## config.mk

```make
export PLATFORM = sky130hd
export DESIGN_NAME = sd_dat_block_reader
export DESIGN_NICKNAME = d
export VERILOG_FILES = /design/src/rtl/sd_dat_block_reader_pkg.sv /design/src/rtl/sd_crc16_serial.sv /design/src/rtl/sd_dat_block_reader.sv
export SDC_FILE = /design/constraint.sdc
export NUM_CORES = 1
export LEC_CHECK = 0
export CAP_MARGIN = 15
export CORE_MARGIN = 2
export CORE_UTILIZATION = 45
export CTS_CLUSTER_SIZE = 8
export DETAILED_ROUTE_END_ITERATION = 6
export DONT_BUFFER_PORTS = 1
export PLACE_DENSITY = 0.64
export SYNTH_ARGS = -nofsm -noshare
export SYNTH_HDL_FRONTEND = slang
export SYNTH_HIERARCHICAL = 1
export SYNTH_SLANG_ARGS = --single-unit
export TNS_END_PERCENT = 30
```

## constraint.sdc

```tcl
create_clock -name clk -period 3 [get_ports clk]
set_input_delay 0.9 -clock clk [delete_from_list [all_inputs] [get_ports clk]]
set_output_delay 0.9 -clock clk [all_outputs]
set_load 0.02 [all_outputs]
```

## src/rtl/sd_dat_block_reader_pkg.sv

```systemverilog
// Shared constants and FSM encoding for the SD 4-bit data block reader.
package sd_dat_block_reader_pkg;
  localparam int DAT_W = 4;
  localparam logic [15:0] CRC16_POLY = 16'h1021;

  typedef enum logic [2:0] {
    S_IDLE,
    S_WAIT_START,
    S_DATA,
    S_CRC,
    S_END
  } state_e;
endpackage

```

## src/rtl/sd_crc16_serial.sv

```systemverilog
// Bit-serial CRC-16-CCITT register for one DAT line, MSB first.
module sd_crc16_serial
  import sd_dat_block_reader_pkg::*;
(
  input  logic clk,
  input  logic rst,
  input  logic clr_i,
  input  logic en_i,
  input  logic d_i,
  output logic msb_o
);
  logic [15:0] crc_q;
  logic [15:0] crc_d;
  logic        fb;

  // Feeding the received CRC bit back in makes fb zero on a match,
  // so the CRC phase reduces to a plain left shift.
  always_comb begin
    fb    = d_i ^ crc_q[15];
    crc_d = {crc_q[14:0], 1'b0} ^ ({16{fb}} & CRC16_POLY);
  end

  always_ff @(posedge clk) begin
    if (rst)        crc_q <= '0;
    else if (clr_i) crc_q <= '0;
    else if (en_i)  crc_q <= crc_d;
  end

  assign msb_o = crc_q[15];
endmodule

```

## src/rtl/sd_dat_block_reader.sv

```systemverilog
// SD 4-bit DAT receive stage: start detect, nibble-to-byte, CRC16 and end-bit check.
module sd_dat_block_reader
  import sd_dat_block_reader_pkg::*;
#(
  parameter int BLOCK_LEN_BYTES = 512,
  parameter int TIMEOUT_TICKS   = 65535
) (
  input  logic             clk,
  input  logic             rst,
  input  logic             sample_en,
  input  logic [DAT_W-1:0] sd_datIn,
  input  logic             start,
  output logic             busy,
  output logic [7:0]       out_data,
  output logic             out_valid,
  output logic             done,
  output logic             crc_err,
  output logic             end_err,
  output logic             timeout_err
);
  localparam int NW = $clog2(2*BLOCK_LEN_BYTES+1);
  localparam int TW = $clog2(TIMEOUT_TICKS+1);
  localparam logic [NW-1:0] NIB_LAST = NW'(2*BLOCK_LEN_BYTES-1);
  localparam logic [TW-1:0] TO_LAST  = TW'(TIMEOUT_TICKS-1);

  state_e           state_q;
  logic [NW-1:0]    nib_q;
  logic [TW-1:0]    tick_q;
  logic [3:0]       bit_q;
  logic [3:0]       hi_q;
  logic             busy_q;
  logic [7:0]       data_q;
  logic             valid_q;
  logic             done_q;
  logic             crc_err_q;
  logic             end_err_q;
  logic             to_err_q;
  logic             crc_clr;
  logic             crc_en;
  logic [DAT_W-1:0] crc_msb;

  assign crc_clr = (state_q == S_IDLE) && start;
  assign crc_en  = sample_en &&
                   ((state_q == S_DATA) || (state_q == S_CRC));

  for (genvar i = 0; i < DAT_W; i++) begin : g_crc
    sd_crc16_serial u_crc (
      .clk   (clk),
      .rst   (rst),
      .clr_i (crc_clr),
      .en_i  (crc_en),
      .d_i   (sd_datIn[i]),
      .msb_o (crc_msb[i])
    );
  end

  always_ff @(posedge clk) begin
    if (rst) begin
      state_q   <= S_IDLE;
      nib_q     <= '0;
      tick_q    <= '0;
      bit_q     <= '0;
      hi_q      <= '0;
      busy_q    <= 1'b0;
      data_q    <= '0;
      valid_q   <= 1'b0;
      done_q    <= 1'b0;
      crc_err_q <= 1'b0;
      end_err_q <= 1'b0;
      to_err_q  <= 1'b0;
    end else begin
      valid_q <= 1'b0;
      done_q  <= 1'b0;
      case (state_q)
        S_IDLE: if (start) begin
          state_q   <= S_WAIT_START;
          busy_q    <= 1'b1;
          crc_err_q <= 1'b0;
          end_err_q <= 1'b0;
          to_err_q  <= 1'b0;
          tick_q    <= '0;
          nib_q     <= '0;
        end
        S_WAIT_START: if (sample_en) begin
          if (sd_datIn == '0) begin
            state_q <= S_DATA;
          end else if (tick_q == TO_LAST) begin
            to_err_q <= 1'b1;
            done_q   <= 1'b1;
            busy_q   <= 1'b0;
            state_q  <= S_IDLE;
          end else begin
            tick_q <= tick_q + 1'b1;
          end
        end
        S_DATA: if (sample_en) begin
          // Even nibble index carries the high half of the byte.
          if (!nib_q[0]) begin
            hi_q <= sd_datIn;
          end else begin
            data_q  <= {hi_q, sd_datIn};
            valid_q <= 1'b1;
          end
          if (nib_q == NIB_LAST) begin
            nib_q   <= '0;
            bit_q   <= '0;
            state_q <= S_CRC;
          end else begin
            nib_q <= nib_q + 1'b1;
          end
        end
        S_CRC: if (sample_en) begin
          if (sd_datIn != crc_msb) crc_err_q <= 1'b1;
          if (bit_q == 4'hF) state_q <= S_END;
          else               bit_q   <= bit_q + 1'b1;
        end
        S_END: if (sample_en) begin
          end_err_q <= (sd_datIn != 4'hF);
          done_q    <= 1'b1;
          busy_q    <= 1'b0;
          state_q   <= S_IDLE;
        end
        default: state_q <= S_IDLE;
      endcase
    end
  end

  assign busy        = busy_q;
  assign out_data    = data_q;
  assign out_valid   = valid_q;
  assign done        = done_q;
  assign crc_err     = crc_err_q;
  assign end_err     = end_err_q;
  assign timeout_err = to_err_q;
endmodule
```

# Word level (Yosys, flattened, before mapping)
# Cells that the tools add are included.
[word_totals] regBits=116 inputBits=8 out_inout_bits=14 word_cells=121
[op_classes] n_addsub=3 eq_ne=22 muxes=46 bitwise_logic=11 reduce_logical=23
[ops] operator="16-bit two-way mux" n=4
[ops] operator="16-bit by 13-bit XOR with 16-bit output" n=4
[ops] operator="11-bit two-way mux" n=3
[ops] operator="16-bit case mux with 2 select lines" n=1
[ops] operator="3-bit two-way mux" n=9
[ops] operator="11-bit case mux with 2 select lines" n=1
[ops] operator="2-bit != test, second input constant" n=9
[ops] operator="1-bit two-way mux" n=17
[ops] operator="16-bit by 1-bit adder with 16-bit output, second input constant" n=1
[ops] operator="16-bit equality test, second input constant" n=1
[ops] operator="4-bit two-way mux" n=4
[ops] operator="3-bit case mux with 5 select lines" n=1
[ops] operator="5-bit AND reduction" n=3
[ops] operator="3-bit AND reduction" n=4
[ops] operator="11-bit by 1-bit adder with 11-bit output, second input constant" n=1
[ops] operator="11-bit by 10-bit equality test with 1-bit output, second input constant" n=1
[ops] operator="2-bit nonzero test" n=5
[ops] operator="1-bit case mux with 2 select lines" n=4
[ops] operator="4-bit case mux with 2 select lines" n=1
[ops] operator="8-bit AND reduction" n=1
[ops] operator="3-bit by 2-bit equality test with 1-bit output, second input constant" n=2
[ops] operator="2-bit by 1-bit != test with 1-bit output, second input constant" n=3
[ops] operator="6-bit AND reduction" n=1
[ops] operator="4-bit by 1-bit adder with 4-bit output, second input constant" n=1
[ops] operator="other kinds (17)" n=23

# Depth between registers and ports, before layout
[logic_depth] word_depth=5 depth_mapped=7 mapped_depth_nobuf=6

# By module
# Netlist, hierarchy kept.
[by_module_without_submodules] mod="sd_dat_block_reader" instances=1 cells_each=310 area_per_inst_um2=2852.7 seq_area_each_um2=1041.0
[by_module_without_submodules] mod="sd_crc16_serial" instances=4 cells_each=60 area_per_inst_um2=633.1 seq_area_each_um2=320.3

# Worst setup path after synthesis
# OpenSTA, ideal clock, no wires.
[synth_timing] path_type="input to register" startpoint="input port sd_datIn[0]" endpoint="register state_q[0]" setup_ns=0.123 t_arrival_ns=2.253 t_required_ns=2.877 path_slack_ns=0.624 stages=6 path_buffers=2 cell_sequence="or4_1 buf_6 nand3_1 o211a_1 buf_2 mux2_1"
[synth_via] elab_chain_len=4 word_cells_on_any_way=6 classes_between="eq/ne (1); mux (3); reduce/logical (2)"
[synth_lines] item="from (decl)" line_no="sd_dat_block_reader.sv:11" rtl="input logic [DAT_W-1:0] sd_datIn,"
[synth_lines] item="4-bit logical NOT (*)" line_no="sd_dat_block_reader.sv:85" rtl="if (sd_datIn == '0) begin"
[synth_lines] item="3-bit two-way mux" line_no="sd_dat_block_reader.sv:85"
[synth_lines] item="3-bit two-way mux" line_no="sd_dat_block_reader.sv:84" rtl="S_WAIT_START: if (sample_en) begin"
[synth_lines] item="3-bit case mux with 5 select lines" line_no="sd_dat_block_reader.sv:74" rtl="case (state_q)"
[synth_lines] item="to (signal assigned)" line_no="sd_dat_block_reader.sv:76" rtl="state_q <= S_WAIT_START;"
[synth_lines] item="to (signal assigned)" line_no="sd_dat_block_reader.sv:86" rtl="state_q <= S_DATA;"
[synth_lines] item="to (signal assigned)" line_no="sd_dat_block_reader.sv:91" rtl="state_q <= S_IDLE;"
[synth_lines] item="to (decl)" line_no="sd_dat_block_reader.sv:26" rtl="state_e state_q;"
# Mark *: on every way between the ends. The rest lies on a longest branch, timed or not. The select of a mux whose other input is x is not followed.
# A chain may end at the register's enable or synchronous reset.

# Worst setup path in the final report
[layout_timing] startpoint="input port sd_datIn[0]" endpoint="register tick_q[5]"
[layout_via] elab_chain_len=3
[layout_lines] item="4-bit logical NOT" line_no="sd_dat_block_reader.sv:85"
[layout_lines] item="2-bit != test (no source line)"
[layout_lines] item="5-bit AND reduction (no source line)"
[layout_lines] item="to (signal assigned)" line_no="sd_dat_block_reader.sv:93" rtl="tick_q <= tick_q + 1'b1;"
[layout_lines] item="to (decl)" line_no="sd_dat_block_reader.sv:28" rtl="logic [TW-1:0] tick_q;"
# Every way passes these cells.

==> results <==
- The kind of start point of the critical path is a primary input.
- After routing the design area is between 6000 and 7000 sq um.
- The worst reg-to-reg setup slack is 0.85 ns.
- By count the netlist is led by dfxtp_1, nor2_1, mux2i_1.
- Setup repair after global routing left no endpoint under its margin.
- The startpoint of the worst register-to-register path is state_q[0].
- The y dimension of the die is 113 um.
- In the final layout, the share of cells above drive strength 1 is 0.103.
- The number of buffers and inverters on the critical path is 0.
- The cell sitting at the root of the clock tree is a clkbuf_16.
- The number of storage elements in the synthesis netlist is 116.
- The cell count after synthesis came out at 550.
- Detailed routing inserted a total of 4026 vias.
- The library cell occupying the most area in the post-synthesis netlist is dfxtp_1.
- The total number of H-tree levels is 4.
- For this design the static power due to leakage is ~2 nW.
- TritonCTS built the clock tree.
- The TritonCTS sink count is 116.
- The floorplan step defined a die boundary enclosing 12900 sq um.
- The number of global-route vias before repair is approximately 3.9k.
- The largest delay contributor family on the critical path is compound AO/OA/AOI/OAI gates.
- VDD sags by at most just under 500 uV.
- The number of pins with negative max-slew slack in the final report is 0.
- The initial antenna violation count is 0.
- The routed design could run at a clock period as short as 2.24 ns.
- The iteration-0 DRC count of the detailed router is 210.
- The slowest stage of the critical path is the or4_1 cell.
- Entering global routing, the biggest net connects 87 pins.
- The actual slew at the worst max-slew pin is ~0.78 ns.
- The startpoint of the lowest-slack hold path is nib_q[10].
- The core region is ~12000 sq um.
- The largest driver fanout on the critical path is 9.
- The proportion of netlist area held by the largest area contributor is 0.431.
- The final number of setup-violating endpoints is 0.
- The total wire length is 10700 um.
- For the worst flop-to-flop path, the logic depth is 4.
- The run finished with clean final reports.
- The clock passes through at most 2 buffers.
- In the synthesized netlist the async set-or-reset flop fraction comes to 0.
- The worst hold path passes through 2 cells.
- The number of gates resized after CTS was 0.
- Measured along the x axis, the die boundary spans 113 um.
- The post-synthesis net count is 562.
- The worst-case hold path end point is nib_q[10].
- The number of enable-type register cells in the synthesized netlist is 0.
- The synthesis warning total is 6.
- The wire length of the first global-routing pass is 18300 um.
- The clock transition at the registers of the reported paths is 0.05 ns.
- The later pin in the worst-skew pair is clocked with a latency of 0.41 ns.
- The data required time at the worst endpoint is 3.30 ns.
- Detailed placement finished with a half-perimeter wire length of 6760 um.
- For this run, the leading register cell type out of synthesis is dfxtp_1.
- The final-stage net count is ~550.
- The worst flop-to-flop path endpoint is tick_q[5].
- Averaged over all synthesized cells, the footprint is 9.79 sq um.
- The number of max-cap violations is 0.
- For the worst setup path, the data arrival time is 2.54 ns.
- The floorplan has 39 rows.
- The class of the most critical hold timing path is register to register.
- The maximum single-stage delay on the critical path is approximately 0.73 ns.
- The kind of critical path is primary input to register.
- The leftover overflow at the end of global routing is 0.
- In this run the cell area measured after placement is 5390 sq um.
- In this run the tool buffered the top-level ports with 0 buffer cells.
- The setup skew after layout is 0.00419 ns.
- For this run, the register share of the synthesized area comes to 0.431.
- The length of the first detailed-routing pass in iterations is 5.
- The post-route clock period utilization is 0.748.
- The synthesized netlist contains 68 unique library cells.
- Pin placement for this block handled 22 I/O pins.
- The area overhead of the layout relative to synthesis is 11.8%.
- The number of hold-repair buffers added at the cts stage is 0.
- The remaining routing DRC violations is 0.
- The headroom to the max-slew limit is 0.478.
- Summing every instance area after synthesis gives 5390 sq um.
- The number of nets with antenna violations after detailed routing is 0.
- The number of hold violations in the final report came to 0.
- Routability-driven placement finished with a final weighted congestion of around 0.82.
- The setup TNS is 0 ns.
- STA classifies the critical path endpoint as a register.
- The total global-route track usage is 0.178.
- The initial core utilization is 0.466.
- The detailed-route vias per instance is 5.78.
- After detailed routing, the average wire length per cell comes to 15.3 um.
- The power density over the cells is 697 nW/um^2.
- Sorting the synthesized cells by area gives the leading types as dfxtp_1, mux2i_1, nor2_1.
- Walking the worst path, the cells encountered are or4_1 -> a21oi_2 -> a211oi_1 -> a32o_1.
- The most frequently used cell type in the post-synthesis netlist is dfxtp_1.
- After clock tree synthesis, the setup repair step added 0 buffers.
- Counting the buffers created by CTS gives 17.
- The highest clock frequency the design can meet is 446 MHz.
- The repair_antennas step left the layout with diodes totalling 0.
## cell families (layout without fill, tap and decap cells)
family | Yosys count | in the layout | share of synthesized area
and+or+nand+nor | 225 | 225 | 0.230
DFF | 116 | 116 | 0.431
xor gates and xnor gates | 21 | 21 | 0.0342
adders and majority gates | 4 | 4 | 0.00929
muxes | 76 | 76 | 0.141
buffers and inverters | 43 | 46 | 0.0513
AOI/OAI and AO/OA | 65 | 65 | 0.102
## final cells by class
type                       count  area, sq um
fill                        1030         5540
multi-input combinational    391         2790
sequential                   116         2320
clock buffer                  23          488
tap                          143          179
clock inverter                 8          146
timing repair buffer           7         65.1
inverter                       8         30.0
## per-layer routing
layer,share of wire,vias to the layer above,global-route usage
met2,0.46,67,0.277
met5,0,-,0
met1,0.48,1946,0.226
li1,-,2001,-
met3,0.049,12,0.0632
met4,0.011,0,0.0756
## per-stage QoR
stage | power (mW) | utilization | hold slack [ns] | cells | setup slack (ns)
2_1_floorplan | 2.02 | - | 0.411 | 550 | 0.624
3_3_place_gp | 2.07 | 0.466 | 0.441 | 665 | 0.432
3_5_place_dp | 2.08 | 0.466 | 0.439 | 665 | 0.381
4_1_cts | 4.25 | 0.521 | 0.451 | 696 | 0.818
5_1_grt | 4.36 | 0.521 | 0.476 | 696 | 0.712
6_report | 4.20 | 0.521 | 0.453 | 696 | 0.756
## worst register-to-register path: cells and delay by family, from the launching register on
kind | cells | cell delay, ns
AND/OR/NAND/NOR | 2 | 0.82
flip-flops | 1 | 0.70
AO/OA/AOI/OAI | 2 | 0.52
## placed cells by master (no fill, tap or decap), types with 3 or more instances in the layout
cell	netlist	routed
nand3_1	20	20
a211oi_2	6	6
inv_1	8	8
clkbuf_16	0	17
buf_4	6	6
mux2i_1	75	75
nor3_1	6	6
a21oi_1	6	6
and4_1	3	3
a211oi_1	20	20
nand4bb_1	3	3
nor4_1	4	4
and3_1	5	5
nand2_1	24	24
xnor2_1	12	12
dfxtp_1	116	116
ha_1	4	4
nand4_1	18	18
bufinv_16	0	4
nor2b_1	3	3
xor2_1	9	9
or3_1	10	10
clkbuf_8	0	4
o211ai_1	4	4
nand4b_1	9	9
a31oi_1	3	3
nor2_1	85	85
nand3b_1	8	8
or2_1	4	4
nor4_2	4	4
## state kept, by name (all words and copies together), names as in the netlist, 3 cells and up
| register | cells |
|---|---|
| out_data | 8 |
| nib_q | 11 |
| bit_q | 4 |
| tick_q | 16 |
| hi_q | 4 |
| state_q | 3 |
| g_crc.u_crc/crc_q | 64 |
## worst max-delay path by stage
stage / to / slack [ns] / start / cells after the start
after floorplan: state_q[0] / 0.62 / sd_datIn[0] / 6
after global placement: tick_q[5] / 0.43 / sd_datIn[0] / 4
after detailed placement: tick_q[5] / 0.38 / sd_datIn[0] / 4
after CTS: tick_q[5] / 0.82 / sd_datIn[0] / 4
after global routing: tick_q[1] / 0.71 / state_q[0] / 4
final: tick_q[5] / 0.76 / sd_datIn[0] / 4
## power by group
part | switching, mW | internal [mW]
clock network | 0.679 | 1.47
logic | 0.282 | 0.151
registers | 0.0496 | 1.56
Power figures use the tool's default switching activity.
==> variant: new RTL, same settings <==
Reset style: asynchronous (`rst`), changed in 2 clocked blocks.
--- a/src/rtl/sd_crc16_serial.sv
+++ b/src/rtl/sd_crc16_serial.sv
@@ -21,5 +21,5 @@
   end
 
-  always_ff @(posedge clk) begin
+  always_ff @(posedge clk or posedge rst) begin
     if (rst)        crc_q <= '0;
     else if (clr_i) crc_q <= '0;
--- a/src/rtl/sd_dat_block_reader.sv
+++ b/src/rtl/sd_dat_block_reader.sv
@@ -55,5 +55,5 @@
   end
 
-  always_ff @(posedge clk) begin
+  always_ff @(posedge clk or posedge rst) begin
     if (rst) begin
       state_q   <= S_IDLE;
Function: differs if rst is asserted again (counterexample within 4 cycles, from zero or initial values and one cycle with rst high); with rst held inactive, the same outputs for 10 cycles.
==> variant against the original RTL <==
  * Routed wire length decreased by 6.2%
  * Cell count fell by 3.3%
  * Sequential share of layout area rose by 8.7 points
  * Sequential cell count stayed put
  * Setup slack better by 0.021 ns
  * Non-clock buffer count grew 3
  * Highest routed layer unchanged
  * Area after synthesis is 1.6% higher
  * Global-route usage is 0.47 points lower
  * Maximum frequency up 0.95%
  * Count of clock-buffer cells in the layout did not move
  * Via count decreased by 8.9%
  * Design area rose by 2.0%
Power is not compared: it rests on default switching activity, and its combinational part moved more than twofold at a synthesized area within 25%.
==> variant: results (changes against the original RTL) <==
Async SR Flop Fraction=100% (was 0%); Netlist cell types=51 (was 68); Max Fanout on Critical Path=43 (was 9); Slew headroom=55.0% (was 47.8%); Critical Path Sink=g_crc[1].u_crc/crc_q[5]$_DFFE_PP0P_ (was tick_q[5]$_SDFFE_PP0P_); Syn Area/Cell=10.7 µm² (was 9.79 µm²); CTS H-tree lvls=4 (unchanged); CP Launch Point=state_q[2]$_DFFE_PP0P_ (was sd_datIn[0]); pwr/cell area=between 900 and 1000 nW/µm²; worst slack at placement=0.730 ns (was 0.381 ns); Starting DRT DRC Count=228 (was 210); status=complete, no violations (unchanged); Syn-to-layout area delta=12.2% (was 11.8%); CTS clock-pin slew for the worst setup and hold paths=0.05 ns (about the same); worst min path class=in2async (was reg2reg); DP HPWL=6580 µm (was 6760 µm); Post-Syn Nets=522 (was 562); Placed Area=5580 µm² (was 5390 µm²); met3 wire length=455 µm (was 518 µm); top post-synthesis cells by count=dfrtp_1, nor2_1, mux2i_1 (was dfxtp_1, nor2_1, mux2i_1); first-pass GRT wire length=17,700 µm (was 18,300 µm); layout cells sized above 1=11.2% (was 10.3%); final-stage net count=526 (was 553); vias in the first global route=3,643 (was 3,915); met2 usage=26.8% (was 27.7%); final hold slack=0.212 ns (was 0.453 ns); via count=3,668 (was 4,026); number of flops mapped to enable cells by yosys=0 (unchanged); routing usage on met3=5.88% (was 6.32%); CP arrival=2.53 ns (was 2.54 ns); gp weighted congestion=0.779 (was 0.819); maximum vdd drop=504 µV; clk_lat worst skew=0.41 ns (about the same); DRT Pass-1 Iters=4 (was 5); Synth Area in Compound Gates=7.71% (was 10.2%); Detailed Route WL=10,000 µm (was 10,700 µm); GRT Total Usage=17.4% (was 17.8%); Yosys warnings=6 (unchanged); sequential area share after synthesis=53.1% (was 43.1%); Area contributors post-synth=dfrtp_1, mux2i_1, nor2_1, o21ai_0, mux2_2 (was dfxtp_1, mux2i_1, nor2_1, a211oi_1, buf_6); Synth Area in Adders=0.915% (was 0.929%); Routed WL per cell=14.9 µm (was 15.3 µm); initial antenna violation count=0 (unchanged); DP Cell Count=642 (was 665); Port Buffer Count=0 (unchanged); Internal Pwr Total=3.90 mW; M1 wire length=4800 µm (was 5070 µm); grt met1 use=23.0% (was 22.6%); Filler Cell Count=1,034 (was 1,030); Setup Fix Bufs, Post-CTS=0 (unchanged); setup ws final=0.777 ns (was 0.756 ns); met2 WL post-DR=4610 µm (was 4960 µm); cells on worst reg2reg path=6 (was 4); skew final=0.00844 ns (was 0.00419 ns); Max clock buf depth=2 (unchanged); mux contribution to synthesized area=12.2% (was 14.1%); XOR/XNOR Fraction of Synth Area=2.24% (was 3.42%)
[variant: cell count changes in the layout (fill, tap and decap cells not counted), moves of 10 or more]
cell      before  now
dfrtp_1        0  116
dfxtp_1      116    0
o21ai_0        2   27
mux2i_1       75   53
a211oi_1      20    6
mux2_2         0   12
nand4_1       18    8
[variant: layout make-up]
type	count	share of cell area, %
Sequential cell	116	47.3
Multi-Input combinational cell	353	38.0
Clock buffer	23	7.79
Tap cell	147	3.00
Timing Repair Buffer	10	1.63
Clock inverter	8	1.26
Inverter	16	0.999
[variant: worst max-delay path, cell delays in order, from the launching register on]
cell and delay, ns:
dfrtp_1 0.57, nor2b_1 0.37, nand2_1 0.17, clkinv_2 0.17
buf_12 0.26, or4b_1 0.46, o311ai_1 0.11
[variant: kinds of logic after synthesis]
family                   after synthesis
flip-flops                           116
buffers and inverters                 41
AO/OA/AOI/OAI                         66
multiplexers                          65
XOR/XNOR                              14
adder cells (fa/ha/maj)                4
AND/OR/NAND/NOR                      204
